### src/rtl/sat_counter.sv
// Saturating up-counter: counts enabled clock edges and
// holds at all-ones instead of wrapping.
module sat_counter #(
    parameter int W = 8
) (
    input  logic         clk,
    input  logic         rst_n,
    input  logic         inc,
    output logic [W-1:0] cnt
);

    logic at_max;

    assign at_max = (cnt == {W{1'b1}});

    always_ff @(posedge clk or negedge rst_n) begin
        if (!rst_n) begin
            cnt <= '0;
        end else if (inc && !at_max) begin
            cnt <= cnt + W'(1);
        end
    end

endmodule

### src/rtl/sillyfunction.sv
// y = ~b & (~c | a) with a registered copy, a sample-valid
// flag and a saturating count of edges where y was true.
module sillyfunction #(
    parameter int CNT_W = 8
) (
    input  logic             clk,
    input  logic             rst_n,
    input  logic             a,
    input  logic             b,
    input  logic             c,
    output logic             y,
    output logic             y_q,
    output logic             q_valid,
    output logic [CNT_W-1:0] hit_cnt
);

    // Bit n is the result for {a,b,c} == n.
    localparam logic [7:0] TRUTH = 8'b0011_0001;

    logic [2:0] idx;

    assign idx = {a, b, c};
    assign y   = TRUTH[idx];

    always_ff @(posedge clk or negedge rst_n) begin
        if (!rst_n) begin
            y_q     <= 1'b0;
            q_valid <= 1'b0;
        end else begin
            y_q     <= y;
            q_valid <= 1'b1;
        end
    end

    sat_counter #(
        .W(CNT_W)
    ) u_hit_cnt (
        .clk  (clk),
        .rst_n(rst_n),
        .inc  (y),
        .cnt  (hit_cnt)
    );

endmodule

### config.mk
export PLATFORM = sky130hd
export DESIGN_NAME = sillyfunction
export DESIGN_NICKNAME = d
export VERILOG_FILES = /design/src/rtl/sat_counter.sv /design/src/rtl/sillyfunction.sv
export SDC_FILE = /design/constraint.sdc
export NUM_CORES = 1
export LEC_CHECK = 0
export ABC_AREA = 1
export CELL_PAD_IN_SITES_DETAIL_PLACEMENT = 1
export CELL_PAD_IN_SITES_GLOBAL_PLACEMENT = 2
export CORE_MARGIN = 1
export CORE_UTILIZATION = 26
export DETAILED_ROUTE_END_ITERATION = 12
export PLACE_DENSITY = 0.8
export SLEW_MARGIN = 0
export SYNTH_ARGS = -nofsm -noshare
export SYNTH_HDL_FRONTEND = slang
export SYNTH_SLANG_ARGS = --single-unit
### constraint.sdc
create_clock -name clk -period 3.65 [get_ports clk]
set_clock_uncertainty 0.2 [all_clocks]
set_input_delay 0.73 -clock clk [delete_from_list [all_inputs] [get_ports clk]]
set_output_delay 0.73 -clock clk [all_outputs]
set_load 0.1 [all_outputs]
# --- Word-level counts from Yosys, hierarchy flattened ---
# Memories as Yosys holds them, arrays and structs flattened.
# Cells that the tools add are included.
op_classes:
  add_sub_neg: 1
  n_reduce_logical: 2
  n_mux: 1
  order_cmp: 1
  n_eq_ne: 1
op_table:
  columns: ["cell", "count"]
  rows:
  - ["$add A8 B1 Y8 const B", 1]
  - ["$eq A8 B8 Y1 const B", 1]
  - ["$lt A3 B4 Y1 const B", 1]
  - ["$logic_and A1 B1 Y1", 1]
  - ["$logic_not A1 Y1", 1]
  - ["$mux W1", 1]
word_totals:
  romBits: 8
  reg_bits: 10
  memories: 1
memory_table:
  columns: ["memory", "words", "width", "rd", "rd_clocked_by_memory_dff", "write_ports", "line", "rtl"]
  rows:
  - ["(name not given)", 8, 1, 1, 0, 0, "sillyfunction.sv:23", "assign y = TRUTH[idx];"]

# --- Logic depth before layout (Yosys ltp) ---
depth:
  ltp_word: 3
  mapped_depth: 8
  ltp_nobuf: 8

# --- Cells and area by module ---
# A second synthesis with hierarchy kept.
hier_totals:
  hier_cells: 69
  hier_area_um2: 534.3
by_module_without_submodules:
  columns: ["mod", "area_each_um2", "n_inst", "cells_per_inst"]
  rows:
  - ["sat_counter", 467.9, 1, 64]
  - ["sillyfunction", 66.3, 1, 5]

# --- Worst setup path after synthesis ---
# OpenSTA, ideal clock, no wires.
synth_path:
  path_type: "input to output"
  start: "input port a"
  end: "output port y"
  n_path_buf: 0
  arrival_time_ns: 1.239
  t_required_ns: 2.720
  stages: 4
  slack_ns: 1.481
  cell_sequence: "inv_1 -> nand2_1 -> nand2_1 -> inv_2"
synth_between:
  elab_chain_cells: 2
synth_rtl:
  columns: ["item", "line", "rtl"]
  rows:
  - ["start: declaration", "sillyfunction.sv:8", "input logic a,"]
  - ["$mem_v2 Z8 W1", null, null]
  - ["$mux W1 (not written as such)", "sillyfunction.sv:23", null]
  - ["end: declaration", "sillyfunction.sv:11", "output logic y,"]
# Every way passes these cells. The select of a mux whose other input is x is not followed.

# --- Final worst setup path ---
layout_path:
  start: "register u_hit_cnt.cnt[7]"
  end: "output port hit_cnt[7]"
layout_lines:
  columns: ["item", "line", "rtl"]
  rows:
  - ["start: declaration", "sat_counter.sv:9", "output logic [W-1:0] cnt"]
  - ["start signal: assignment", "sat_counter.sv:20", "cnt <= cnt + W'(1);"]
  - ["end: declaration", "sillyfunction.sv:14", "output logic [CNT_W-1:0] hit_cnt"]
# No word-level cell between the ends.

==> flow_summary.rst <==
.. list-table::
   :header-rows: 1

   * - Metric
     - Value
   * - Count of final max-slew check failures
     - 0
   * - Post-Synthesis Cells
     - 72
   * - Setup-failing EPs final
     - 0
   * - Wire length the detailed router placed on met1
     - 639 µm
   * - Worst-path fanout max
     - 2
   * - Library cell with the largest summed area after synthesis
     - dfrtp_1
   * - DRC Markers
     - 0
   * - Die outline width
     - 47.5 µm
   * - Number of antenna violations at the first check in global routing
     - 0
   * - Placement Rows
     - 16
   * - Amount of wire on met3 after detailed routing
     - around 72 µm
   * - CP Launch Type
     - register
   * - Total count of hold-check failures in the final report
     - 0
   * - Die Area
     - 0.00226 mm²
   * - Final Net Count
     - 97
   * - Ratio of cells with drive above 1 in the final layout
     - 21.1%
   * - Number of gates resized after cts
     - 0
   * - Maximum resistive drop on vdd
     - 0.347 mV
   * - Final weighted congestion of routability-driven global placement
     - about 0.69
   * - List of cells traversed by the critical path
     - clkdlybuf4s50_1
   * - Number of top-level pins
     - 16
   * - Effective utilization at floorplan
     - a little over a quarter
   * - Area of the core
     - 0.00196 mm²
   * - Number of routed nets with antenna violations
     - 0
   * - Skew-Pair Late Insertion Delay
     - 0.28 ns
   * - Arrival time at the worst endpoint
     - roughly 1.8 ns
   * - Pin count of the biggest net entering global routing
     - 11
   * - Delay of the slowest cell on the worst path
     - 1.14 ns
   * - Sequential-to-total area share from yosys stat
     - 46.5%
   * - Share of the core filled with cells
     - 37.4%
   * - Gr usage total
     - 14.6%
   * - Total wire length
     - 1330 µm
   * - Synth top area share
     - 46.5%
   * - Number of global-route vias before repair
     - 499
   * - Number of violations of the max-capacitance limit
     - 0
   * - Power Density
     - 735 mW/mm²
   * - Period utilisation layout
     - between 70% and 80%
   * - Critical path endpoint
     - hit_cnt[7]
   * - Cells on worst reg2reg path
     - 8
   * - Worst Hold Class
     - register to register
   * - Worst r2r src
     - u_hit_cnt.cnt[0]
   * - Number of warnings printed during yosys synthesis
     - 0
   * - Worst Tran Pin Value
     - about 0.97 ns
   * - Count of port buffers added during placement
     - 15
   * - Wire length per cell after detailed routing
     - 11.4 µm
   * - Most instantiated cells after synthesis
     - nand2_1 (30), dfrtp_1 (10), inv_1 (6)
   * - Design area
     - ~730 µm²
   * - Fraction of registers with async set/reset
     - 100%
   * - Count of hold-fix buffers inserted at cts
     - 0
   * - Count of vias placed by the detailed router
     - 487
   * - Top flip-flop cell by instance count after synthesis
     - dfrtp_1
   * - Clock tree sinks
     - 10
   * - # placed instances
     - approximately 110
   * - GRT overflow
     - 0
   * - Top metal layer carrying routed signals
     - met4
   * - Run status
     - finished, final reports clean
   * - First-pass GRT wire length
     - 2170 µm
   * - Clock tree from TritonCTS
     - yes
   * - Initial DRT Pass Iterations
     - 3
   * - Highest achievable clock rate
     - 0.369 GHz
   * - Most frequent cell after synthesis
     - nand2_1
   * - Clock input transition at the sequential cells of the worst setup and hold paths
     - 0.08 ns
   * - Buffers inserted by post-CTS timing repair
     - 0
   * - FF-to-FF End
     - u_hit_cnt.cnt[0]
   * - Total standard cell area after synthesis
     - 538 µm²
   * - Minimum period implied by the final worst setup slack
     - 2.71 ns
   * - Leakage power summed over all cells
     - 0.352 nW
   * - Overall die height
     - 47.5 µm
   * - Total stage count of the critical path
     - 1
   * - Setup crit start
     - u_hit_cnt.cnt[7]
   * - Clk Tree Root Cell
     - clkbuf_4
   * - Vias per Instance
     - 4.16
   * - Number of DRC violations after detailed-routing iteration 0
     - 5
   * - Area post-placement
     - between 600 and 700 µm²
   * - Met2 wirelength from detailed routing
     - 592 µm
   * - Final Hold Slack
     - 0.366 ns
   * - Yosys reg bits
     - 10
   * - Number of antenna diodes
     - 0
   * - Fill cells
     - 268
   * - Element type at the critical path end
     - output port
   * - Post-Syn Area per Cell
     - 7.47 µm²
   * - DP Wirelength
     - 1030 µm
   * - WP data required
     - 2.72 ns
   * - Max-slew headroom at the worst pin
     - 35.3%
   * - Number of enable flip-flop cells after synthesis
     - 0
   * - Total negative slack
     - 0 ns
   * - Synth cell types
     - 16
   * - Category of cells accounting for the largest share of critical-path delay
     - buffers and inverters
   * - H-Tree Depth
     - 1
   * - Final non-filler cell total
     - 117
   * - CP max stage cell
     - clkdlybuf4s50_1
   * - Unrepaired setup endpoints after global routing
     - no
   * - Reg-to-reg setup timing slack
     - 1.98 ns
   * - Number of CTS-inserted buffers
     - 3
   * - Maximum buffer depth of the clock tree
     - 2
   * - Number of buffer and inverter instances along the worst setup path
     - 1
   * - Number of nets in the synthesized netlist
     - 78
   * - Area Growth Syn to Fin
     - 36.3%
   * - Most area-consuming cells after synthesis
     - dfrtp_1 (47%), nand2_1 (21%), xnor2_1 (4.9%)
   * - CP Class
     - register to output port
layout make-up:
cell class,instances,area (µm²),area share (%)
Clock buffer,4,36.3,4.95
Sequential cell,10,250,34.1
Multi-Input combinational cell,51,245,33.4
Inverter,10,37.5,5.12
Timing Repair Buffer,15,130,17.7
Tap cell,27,33.8,4.61
per-layer routing:
layer,GRT usage (%),vias up
li1,-,251
met1,18.1,220
met2,23.3,13
met3,3.40,3
met4,8.57,0
met5,0,-
cell families after synthesis:
group,Yosys count,share of synthesized area [%]
compound gates,3,2.79
xor+xnor,3,4.88
fa+ha+maj,1,2.33
buf+inv,11,7.90
flops,10,46.5
other cells,1,0.697
simple gates,43,34.9
power by group:
part / switching, mW / internal [mW] / leakage, nW / total (mW)
Clock: 0.0467 / 0.0607 / 0.0210 / 0.107
Sequential: 0.0360 / 0.132 / 0.119 / 0.168
Combinational: 0.205 / 0.0594 / 0.212 / 0.264
Total: 0.288 / 0.252 / 0.352 / 0.539
stage by stage:
stage / total power [mW] / setup slack, ns
finish: 0.539 / 0.939
global route: 0.565 / 0.883
CTS: 0.543 / 0.926
detailed placement: 0.437 / 0.973
global placement: 0.431 / 1.00
floorplan: 0.378 / 1.48
cells in the final DEF, fill, tap and decap left out, drive strengths merged:
cell type,synthesis,routed
xnor2,3,3
ha,1,1
dfrtp,10,10
nor2,5,5
clkdlybuf4s50,0,7
o21ai,2,2
clkbuf,0,4
nand2,33,33
buf,1,8
conb,1,1
inv,9,9
nand3,5,5
clkinv,1,1
a21oi,1,1
how the worst min path moves through the flow:
| stage | from | endpoint | slack (ns) | cells past startpoint |
|---|---|---|---|---|
| 6_report | u_hit_cnt.cnt[1] | u_hit_cnt.cnt[1] | 0.37 | 2 |
| 5_1_grt | u_hit_cnt.cnt[1] | u_hit_cnt.cnt[1] | 0.43 | 2 |
| 4_1_cts | u_hit_cnt.cnt[1] | u_hit_cnt.cnt[1] | 0.37 | 2 |
| 3_5_place_dp | u_hit_cnt.cnt[1] | u_hit_cnt.cnt[1] | 0.36 | 2 |
| 3_3_place_gp | u_hit_cnt.cnt[1] | u_hit_cnt.cnt[1] | 0.34 | 2 |
| 2_1_floorplan | rst_n | q_valid | 0.23 | 0 |
registers in the layout (all words and copies together) (netlist names):
register	cells
u_hit_cnt.cnt	8
q_valid	1
y_q	1
(Power assumes the default switching activity.)
